===== config.mk =====
export PLATFORM = sky130hd
export DESIGN_NAME = fifo_push_arb_flat
export DESIGN_NICKNAME = d
export VERILOG_FILES = /design/src/rtl/fifo_push_arb_if.sv /design/src/rtl/fifo_push_arb.sv /design/src/flat_wrapper.sv
export SDC_FILE = /design/constraint.sdc
export NUM_CORES = 1
export LEC_CHECK = 0
export ABC_CLOCK_PERIOD_IN_PS = 2200
export CAP_MARGIN = 25
export CORE_MARGIN = 3
export CORE_UTILIZATION = 37
export DETAILED_ROUTE_END_ITERATION = 8
export PLACE_DENSITY = 0.8
export SLEW_MARGIN = 20
export SYNTH_ARGS = -nofsm -noshare
export SYNTH_HDL_FRONTEND = slang
export SYNTH_SLANG_ARGS = --single-unit

===== constraint.sdc =====
create_clock -name clk -period 2.2 [get_ports clk]
set_input_delay 0.44 -clock clk [delete_from_list [all_inputs] [get_ports clk]]
set_output_delay 0.44 -clock clk [all_outputs]
set_load 0.01 [all_outputs]

===== src/rtl/fifo_push_arb_if.sv =====
// Push-side bundle between the producers, the arbiter and the shared fifo.
// The master modport is the arbiter's view. The slave modport is the producer/fifo side.
interface fifo_push_arb_if #(
  parameter int N_REQ  = 4,
  parameter int DATA_W = 8,
  parameter int PTR_W  = 4
);
  localparam int ID_W = $clog2(N_REQ);

  logic [N_REQ-1:0]        req_valid;
  logic [N_REQ*DATA_W-1:0] req_data;
  logic [N_REQ-1:0]        req_ready;
  logic                    fifo_full;
  logic [PTR_W:0]          fifo_level;
  logic                    fifo_push;
  logic [DATA_W-1:0]       fifo_data_in;
  logic [ID_W-1:0]         fifo_src_id;
  logic                    grant_valid;
  logic [ID_W-1:0]         grant_id;
  logic [PTR_W:0]          hiwater;

  modport master (
    input  req_valid, req_data, fifo_full, fifo_level,
    output req_ready, fifo_push, fifo_data_in, fifo_src_id,
           grant_valid, grant_id, hiwater
  );

  modport slave (
    output req_valid, req_data, fifo_full, fifo_level,
    input  req_ready, fifo_push, fifo_data_in, fifo_src_id,
           grant_valid, grant_id, hiwater
  );
endinterface


===== src/rtl/fifo_push_arb.sv =====
// Round-robin burst arbiter that shares one fifo push port among N_REQ producers.
// Each pushed beat is tagged with the ID of its source.
module fifo_push_arb #(
  parameter int N_REQ     = 4,
  parameter int DATA_W    = 8,
  parameter int PTR_W     = 4,
  parameter int MAX_BURST = 4
) (
  input  logic             clk,
  input  logic             rst,
  fifo_push_arb_if.master  bus
);
  localparam int ID_W = $clog2(N_REQ);
  localparam int BC_W = $clog2(MAX_BURST + 1);
  localparam logic [BC_W-1:0] LAST_BEAT = BC_W'(MAX_BURST - 1);
  localparam logic [ID_W-1:0] LAST_REQ  = ID_W'(N_REQ - 1);

  typedef enum logic {IDLE = 1'b0, BURST = 1'b1} state_t;

  state_t            state_reg, state_next;
  logic [ID_W-1:0]   grant_id_reg, grant_id_next;
  logic [ID_W-1:0]   last_id_reg, last_id_next;
  logic              grant_valid_reg, grant_valid_next;
  logic [BC_W-1:0]   beat_cnt_reg, beat_cnt_next;
  logic [PTR_W:0]    hiwater_reg;

  logic [DATA_W-1:0] data_arr [N_REQ];
  logic [N_REQ-1:0]  ready_vec;
  logic [ID_W-1:0]   winner;
  logic              found;
  int                idx;
  logic              grant_ready, owner_valid, transfer;

  // Ready is gated by rst so that nothing is accepted while reset is held.
  assign grant_ready = !rst && (state_reg == BURST) && !bus.fifo_full;
  assign owner_valid = bus.req_valid[grant_id_reg];
  assign transfer    = grant_ready && owner_valid;

  for (genvar gi = 0; gi < N_REQ; gi++) begin : g_req
    assign data_arr[gi]  = bus.req_data[gi*DATA_W +: DATA_W];
    assign ready_vec[gi] = grant_ready && (grant_id_reg == ID_W'(gi));
  end

  assign bus.req_ready    = ready_vec;
  assign bus.fifo_push    = transfer;
  assign bus.fifo_data_in = data_arr[grant_id_reg];
  assign bus.fifo_src_id  = grant_id_reg;
  assign bus.grant_valid  = grant_valid_reg;
  assign bus.grant_id     = grant_id_reg;
  assign bus.hiwater      = hiwater_reg;

  // Cyclic search beginning just after the most recent owner.
  always_comb begin
    winner = '0;
    found  = 1'b0;
    idx    = 0;
    for (int k = 0; k < N_REQ; k++) begin
      idx = (int'(last_id_reg) + 1 + k) % N_REQ;
      if (!found && bus.req_valid[ID_W'(idx)]) begin
        winner = ID_W'(idx);
        found  = 1'b1;
      end
    end
  end

  always_comb begin
    state_next       = state_reg;
    grant_id_next    = grant_id_reg;
    grant_valid_next = grant_valid_reg;
    beat_cnt_next    = beat_cnt_reg;
    last_id_next     = last_id_reg;
    case (state_reg)
      IDLE: begin
        if (found) begin
          state_next       = BURST;
          grant_id_next    = winner;
          grant_valid_next = 1'b1;
          beat_cnt_next    = '0;
        end
      end
      BURST: begin
        // A dropped valid releases ownership. A full fifo only stalls the burst.
        if (!owner_valid) begin
          state_next       = IDLE;
          grant_valid_next = 1'b0;
          last_id_next     = grant_id_reg;
        end else if (transfer) begin
          if (beat_cnt_reg == LAST_BEAT) begin
            state_next       = IDLE;
            grant_valid_next = 1'b0;
            last_id_next     = grant_id_reg;
          end else begin
            beat_cnt_next = beat_cnt_reg + 1'b1;
          end
        end
      end
      default: state_next = IDLE;
    endcase
  end

  always_ff @(posedge clk) begin
    if (rst) begin
      state_reg       <= IDLE;
      grant_id_reg    <= '0;
      grant_valid_reg <= 1'b0;
      beat_cnt_reg    <= '0;
      last_id_reg     <= LAST_REQ;
      hiwater_reg     <= '0;
    end else begin
      state_reg       <= state_next;
      grant_id_reg    <= grant_id_next;
      grant_valid_reg <= grant_valid_next;
      beat_cnt_reg    <= beat_cnt_next;
      last_id_reg     <= last_id_next;
      if (bus.fifo_level > hiwater_reg)
        hiwater_reg <= bus.fifo_level;
    end
  end
endmodule


===== src/flat_wrapper.sv =====
// flat-port wrapper written by rule: the top's interface ports become plain ports
module fifo_push_arb_flat 
#(
  parameter int N_REQ     = 4,
  parameter int DATA_W    = 8,
  parameter int PTR_W     = 4,
  parameter int MAX_BURST = 4
)
  (clk, rst, bus_req_valid, bus_req_data, bus_fifo_full, bus_fifo_level, bus_req_ready, bus_fifo_push, bus_fifo_data_in, bus_fifo_src_id, bus_grant_valid, bus_grant_id, bus_hiwater);
  fifo_push_arb_if #(.N_REQ(N_REQ), .DATA_W(DATA_W), .PTR_W(PTR_W)) bus_i ();
  input  logic clk;
  input  logic rst;
  input wire logic [$bits(bus_i.req_valid)-1:0] bus_req_valid;
  input wire logic [$bits(bus_i.req_data)-1:0] bus_req_data;
  input wire logic [$bits(bus_i.fifo_full)-1:0] bus_fifo_full;
  input wire logic [$bits(bus_i.fifo_level)-1:0] bus_fifo_level;
  output wire logic [$bits(bus_i.req_ready)-1:0] bus_req_ready;
  output wire logic [$bits(bus_i.fifo_push)-1:0] bus_fifo_push;
  output wire logic [$bits(bus_i.fifo_data_in)-1:0] bus_fifo_data_in;
  output wire logic [$bits(bus_i.fifo_src_id)-1:0] bus_fifo_src_id;
  output wire logic [$bits(bus_i.grant_valid)-1:0] bus_grant_valid;
  output wire logic [$bits(bus_i.grant_id)-1:0] bus_grant_id;
  output wire logic [$bits(bus_i.hiwater)-1:0] bus_hiwater;
  assign bus_i.req_valid = bus_req_valid;
  assign bus_i.req_data = bus_req_data;
  assign bus_i.fifo_full = bus_fifo_full;
  assign bus_i.fifo_level = bus_fifo_level;
  assign bus_req_ready = bus_i.req_ready;
  assign bus_fifo_push = bus_i.fifo_push;
  assign bus_fifo_data_in = bus_i.fifo_data_in;
  assign bus_fifo_src_id = bus_i.fifo_src_id;
  assign bus_grant_valid = bus_i.grant_valid;
  assign bus_grant_id = bus_i.grant_id;
  assign bus_hiwater = bus_i.hiwater;
  fifo_push_arb #(.N_REQ(N_REQ), .DATA_W(DATA_W), .PTR_W(PTR_W), .MAX_BURST(MAX_BURST)) u_core (.clk(clk), .rst(rst), .bus(bus_i));
endmodule

==> summary.txt, run 1 <==
Power and ir drop
  – Pwr Total: 0.000907 W
  – Clock network power share: 0.204
  – Pint: between 0.0006 and 0.0007 W
  – Register share of total power: 0.338
  – Lkg Pwr: roughly 0.75 nW
  – Max VDD drop: 0.422 mV
  – Sw Ratio: 0.294
  – Net switching power: 0.000267 W
  – PD cells: about 490 nW/µm²
  – Combinational share of power: 0.458

Worst setup path
  – CP top delay family: buffers and inverters
  – Critical path endpoint category: output port
  – Buf/Inv on CP: 3
  – Startpoint types: input pin
  – Worst-path fanout max: 4
  – WP data required: ~1.8 ns
  – Crit-path max cell delay: 0.44 ns
  – Crit-path slowest cell: clkdlybuf4s50_1
  – CP Depth: 6
  – Critical path class: input pin to output port
  – Worst Reg2Reg Path Length in Cells: 6
  – WP data arrival: 1.67 ns
  – CP cell instances: clkdlybuf4s50_1, nor3b_1, buf_4, nand2_1, nor2_1, clkdlybuf4s15_1

Routing
  – DRT antenna net count: 0
  – Pre-antenna DRT Iters: 3
  – DRT Wirelength: slightly above 3 mm
  – Via Count: 1145
  – Routed len/inst: 14.3 µm
  – 1st-iter DRT viols: 43
  – # DRC: 0
  – Vias per inst: 5.30

Timing
  – Setup total negative slack: 0 ns
  – Max Clk Rate: between 0.4 and 0.5 GHz
  – Final Setup Violations: 0
  – Minimum clock period: between 2 and 2.5 ns
  – Final Max Tran Viols: 0
  – Final hold violations: 0
  – Slew @ Worst Pin: approximately 0.3 ns
  – RSZ-0062 raised after global routing: false
  – Setup Skew: 0.00295 ns
  – Final worst path period share: 0.960
  – Slew headroom: 0.795
  – Hold_ws: 0.492 ns

Cells and area
  – Max FFs per register: 5
  – Most common cell after layout, fill and taps aside: clkdlybuf4s50_1
  – Multi-input combinational cell area: 733 µm²
  – Filler instances: 219
  – Util after Layout: 0.669
  – P&R area growth vs syn: 71.6%
  – Fin nets: 237
  – ANT cells: 0
  – Layout cell share with drive strength beyond 1: 0.178
  – Register area: 282 µm²
  – Commonest cells after routing, fill and taps aside: clkdlybuf4s50_1 (53), nand2b_1 (14), dfxtp_1 (13)

Floorplan
  – Num rows: 19
  – Initial core utilization: 0.390
  – I/O pin count: between 60 and 70
  – Die height: 60.1 µm
  – Die Wd: 60.1 µm
  – Die Footprint: 3620 µm²
  – Core Region: 2780 µm²

Logic synthesis
  – Number of synthesized flops with an enable pin: 0
  – Avg Inst Size Synth: 9.69 µm²
  – Syn Nets: approximately 160
  – Ys async rst share: 0
  – Synth unique cells: 33
  – Top FF cell, synth: dfxtp_1
  – Yosys top cell by area: dfxtp_1
  – Register area share after synthesis: 0.258
  – Ys Warns: 0
  – Cell Area, Synth: roughly 1100 µm²
  – Cells after Synth: 112
  – Synth area leaders: dfxtp_1 (26%), mux4_2 (17%), ha_1 (8.1%), nand2b_1 (8.1%), mux2i_1 (6.5%)
  – Yosys reg bits: 14
  – Synth top area share: 0.258

GRT
  – Total gr overflow: 0
  – Initial antenna violation count: 0
  – Gr usage total: 0.167
  – Largest net degree at the start of global routing: 22
  – Vias in the first global route: 1098
  – Global-route wire length before repair: 4.60 mm

Placed design
  – Quantity of I/O buffers inserted on ports: 66
  – HPWL Detailed: 2.60 mm
  – RePlAce Congestion: 0.758

Clock tree
  – CTS tree: built
  – CTS Buf Count: 3
  – H-tree depth: 1
  – Clock Path Buffers: 2
  – Clock Latency Late Sink: about 0.28 ns
  – Clk root buf: clkbuf_4
  – Clock slew at reported path FFs: 0.08 ns
  – Sink Count: 14

Hold path
  – Hold WC Path Type: register to register
  – WHS Path Cells: 2

Job
  – Max-cap viol count: 0

Outcome
  – Outcome: completed
[worst min-delay path: cells and delay by family (launching register included)]
family | cells | cell delay [ns]
multiplexers | 1 | 0.06
AND/OR/NAND/NOR | 1 | 0.06
flip-flops | 1 | 0.33
[routing by layer]
layer,part of all wire,track usage,vias to the layer above
met3,0.12,0.0389,4
met1,0.37,0.166,525
li1,-,-,554
met4,0.0097,0.0538,0
met2,0.50,0.332,62
met5,0,0,-
[Yosys cell counts (all sizes together), types with 2 or more instances]
cell and instances:
dfxtp 14, nand2b 14, mux4 9, nor2 9
inv 8, ha 7, mux2i 7, a21oi 6
buf 5, clkbuf 4, nor3 4, nor3b 3
a211oi 2, nand2 2, o21ai 2, or3 2
[path summary, 6_finish.rpt]
check                                      startpoint               endpoint  slack, ns
worst max-delay path                              rst       bus_req_ready[2]       0.09
worst min-delay path            u_core.bus.hiwater[2]  u_core.bus.hiwater[2]       0.49
worst max register to register  u_core.bus.hiwater[3]  u_core.bus.hiwater[3]       0.52
worst min register to register  u_core.bus.hiwater[2]  u_core.bus.hiwater[2]       0.49
[final cells by class]
type / instances / share of cell area
timing repair buffer: 78 / 0.399
multi-input combinational: 81 / 0.394
sequential: 14 / 0.151
tap: 31 / 0.0208
clock buffer: 4 / 0.0195
inverter: 8 / 0.0161
[power groups by stage]
stage          clock network [W]  logic (W)  registers (W)
2_1_floorplan                  0   0.000205       0.000316
3_3_place_gp                   0   0.000426       0.000309
3_5_place_dp                   0   0.000435       0.000311
4_1_cts                 0.000191   0.000419       0.000306
5_1_grt                 0.000208   0.000451       0.000310
6_report                0.000185   0.000416       0.000307
[per-stage QoR]
stage / area, µm² / instances / setup WS, ns
floorplan: 1080 / 112 / 0.399
global placement: 1840 / 212 / -0.258
detailed placement: 1840 / 212 / -0.348
CTS: 1860 / 216 / 0.0127
global route: 1860 / 216 / 0.000864
finish: 1860 / 216 / 0.0874
[logic make-up after synthesis]
family	Yosys count	synth area share
and+or+nand+nor	42	0.227
adders and majority gates	7	0.0807
AOI/OAI and AO/OA	15	0.0900
buffers and inverters	17	0.0750
DFF	14	0.258
muxes	17	0.269
[timing repair]
action                     in CTS  in global routing
buffers inserted                0                  0
resized for setup              19                  4
hold buffers                    0                  0
hold endpoints to repair        0                  0
setup endpoints to repair      13                  3
No activity file was read; power rests on OpenSTA's default activity.
==> run 2, diff against run 1 <==
- SETUP_SLACK_MARGIN: default -> 0.4
- SLEW_MARGIN: 20 -> default
==> run 2 against run 1 <==
Net effect:
- clock-buffer cell count unchanged
- critical path depth decreased by 3
- clock power about the same
- fmax increased by 11%
- core utilization increased by 5.1 points
- worst setup slack improved by 0.20 ns
- critical path type unchanged
- largest cell class unchanged
==> summary.txt, run 2 (same netlist as run 1, synthesis figures left out) <==
Worst setup path
  – Worst Reg2Reg Path Length in Cells: 5 (-1)
  – WP data arrival: 1.47 ns (-0.20 ns)
  – R2R Path End: u_core.beat_cnt_reg[1]
  – Worst-path fanout max: 1 (-3)
  – Critical path class: input pin to output port
  – Reg2reg start: u_core.bus.fifo_src_id[1]
  – Critical path endpoint category: output port
  – WP data required: 1.76 ns (about the same)
  – Worst reg2reg setup slack: 0.50 ns (-0.02 ns)
  – Startpoint types: input pin
  – Crit path launch: bus_req_data[17]

Clock tree
  – Clock Latency Late Sink: 0.28 ns (about the same)
  – Clk root buf: clkbuf_4
  – CTS Buf Count: 3 (unchanged)
  – Clock Path Buffers: 2 (unchanged)
  – Clock slew at reported path FFs: 0.08 ns (about the same)
  – H-tree depth: 1 (unchanged)
  – Sink Count: 14 (unchanged)
  – Post-CTS Hold Fix Bufs: 0 (unchanged)
  – CTS tree: built

Timing
  – Final hold violations: 0 (unchanged)
  – RSZ-0062 raised after global routing: true
  – Slew @ Worst Pin: 0.287 ns (-0.0174 ns)
  – Setup total negative slack: 0 ns (unchanged)
  – Final Worst Setup Slack: 0.289 ns (+0.202 ns)
  – Minimum clock period: 1.91 ns (-0.202 ns)
  – Setup Skew: 0.00681 ns (+0.00386 ns)
  – Final Setup Violations: 0 (unchanged)
  – Final worst path period share: 0.869 (-0.0916)
  – Final Max Tran Viols: 0 (unchanged)
  – Slew headroom: 0.807 (+0.0117)
  – Max Clk Rate: 0.523 GHz (+11%)

Floorplan
  – Initial core utilization: 0.390 (unchanged)
  – Num rows: 19 (unchanged)
  – I/O pin count: 67 (unchanged)
  – Core Region: 2780 µm² (unchanged)
  – Die height: 60.1 µm (unchanged)
  – Die Wd: 60.1 µm (unchanged)
  – Die Footprint: 3620 µm² (unchanged)

Routing
  – # DRC: 0 (unchanged)
  – Vias per inst: 5.28 (-0.46%)
  – Pre-antenna DRT Iters: 4 (+1)
  – DRT Wirelength: 3.45 mm (+11%)
  – Via Count: 1182 (+3.2%)
  – DRT antenna net count: 0 (unchanged)
  – 1st-iter DRT viols: 52 (+21%)
  – Routed len/inst: 15.4 µm (+7.4%)

Power and ir drop
  – Clock network power share: 0.187 (-0.017)
  – Max VDD drop: 0.463 mV (+9.8%)
  – Net switching power: 0.000298 W (+12%)
  – Register share of total power: 0.314 (-0.024)
  – Sw Ratio: 0.302 (+0.00729)
  – Combinational share of power: 0.498 (+0.040)
  – Lkg Pwr: 0.905 nW (+20%)
  – PD cells: 494 nW/µm² (+1.3%)
  – Pint: 0.000690 W (+7.9%)
  – Pwr Total: 0.000989 W (+9.0%)

Placed design
  – HPWL Detailed: 2.54 mm (-2.2%)
  – Placed Cells: 212 (unchanged)
  – Pre-CTS setup slack: -0.287 ns (+0.0609 ns)
  – RePlAce Congestion: 0.739 (-2.6%)
  – Quantity of I/O buffers inserted on ports: 66 (unchanged)

Cells and area
  – Most common cell after layout, fill and taps aside: clkdlybuf4s50_1
  – Fin nets: 245 (+3.4%)
  – Max FFs per register: 5 (unchanged)
  – P&R area growth vs syn: 84.7%
  – Non-Filler Instances: 224 (+3.7%)
  – Layout cell share with drive strength beyond 1: 0.332 (+0.153)
  – Util after Layout: 0.720 (+0.0508)
  – Commonest cells after routing, fill and taps aside: clkdlybuf4s50_1 (24), dlygate4sd2_1 (19), buf_4 (15)
  – ANT cells: 0 (unchanged)

Hold path
  – Hold path startpoint: bus_fifo_level[1]
  – WHS Path Cells: 3 (+1)
  – Worst Hold End: u_core.bus.hiwater[1]
  – Hold WC Path Type: input pin to register

GRT
  – Initial antenna violation count: 0 (unchanged)
  – Total gr overflow: 0 (unchanged)
  – Global-route wire length before repair: 5.12 mm (+11%)
  – Vias in the first global route: 1214 (+11%)
  – Gr usage total: 0.186 (+0.0188)
  – Largest net degree at the start of global routing: 22 (unchanged)

Outcome
  – Outcome: completed

Job
  – Max-cap viol count: 0 (unchanged)
## run 2: cell count changes in the layout (fill, tap and decap cells not counted), moves of 2 or more
cell             previous run  this run
clkdlybuf4s50_1            53        24
buf_6                       0        12
dlygate4sd2_1               9        19
dlymetal6s2s_1              0         6
buf_4                      11        15
buf_2                       1         4
clkdlybuf4s15_2             0         2
dfxtp_1                    13        11
ha_1                        7         5
ha_4                        0         2
## run 2: power groups by stage
stage / logic (W) / clock network [W] / registers [W]
final: 0.000493 / 0.000185 / 0.000311
after detailed placement: 0.000437 / 0 / 0.000311
after global placement: 0.000426 / 0 / 0.000309
after global routing: 0.000529 / 0.000204 / 0.000315
after floorplan: 0.000206 / 0 / 0.000316
after CTS: 0.000466 / 0.000191 / 0.000310
## run 2: final cells by class
cell class,instances,area (µm²)
repair buffers,86,840
inverters,8,30.0
flip-flops and latches,14,287
multi-input cells,81,772
fillers,201,778
well taps,31,38.8
clock buffers,4,36.3
## run 2: routing by layer
layer	vias up	track usage	routed length (µm)
met4	0	0.0253	22
met1	554	0.192	1240
met5	-	0	0
li1	565	-	-
met2	61	0.381	1810
met3	2	0.0389	373
## run 2: worst max path at each step
stage	to	slack, ns	cells after the start
finish	bus_fifo_data_in[1]	0.29	3
global route	bus_fifo_push	0.26	3
CTS	bus_fifo_push	0.29	4
detailed placement	bus_fifo_push	-0.29	4
global placement	bus_fifo_push	-0.25	4
floorplan	bus_fifo_data_in[0]	0.46	3
## run 2: timing repair
item,4_1_cts,5_1_grt
pin swaps,3,4
gates cloned,1,0
gates resized for setup,99,15
buffers inserted,7,0
setup endpoints to repair,23,17
## run 2: through the flow
stage,instance area [µm²],hold slack [ns]
2_1_floorplan,1090,0.444
3_3_place_gp,1840,0.458
3_5_place_dp,1840,0.468
4_1_cts,1940,0.481
5_1_grt,2000,0.473
6_report,2000,0.476
## run 2: worst max-delay path, stage by stage
cell and delay, ns:
clkdlybuf4s50_1 0.42, mux4_2 0.48, buf_6 0.14
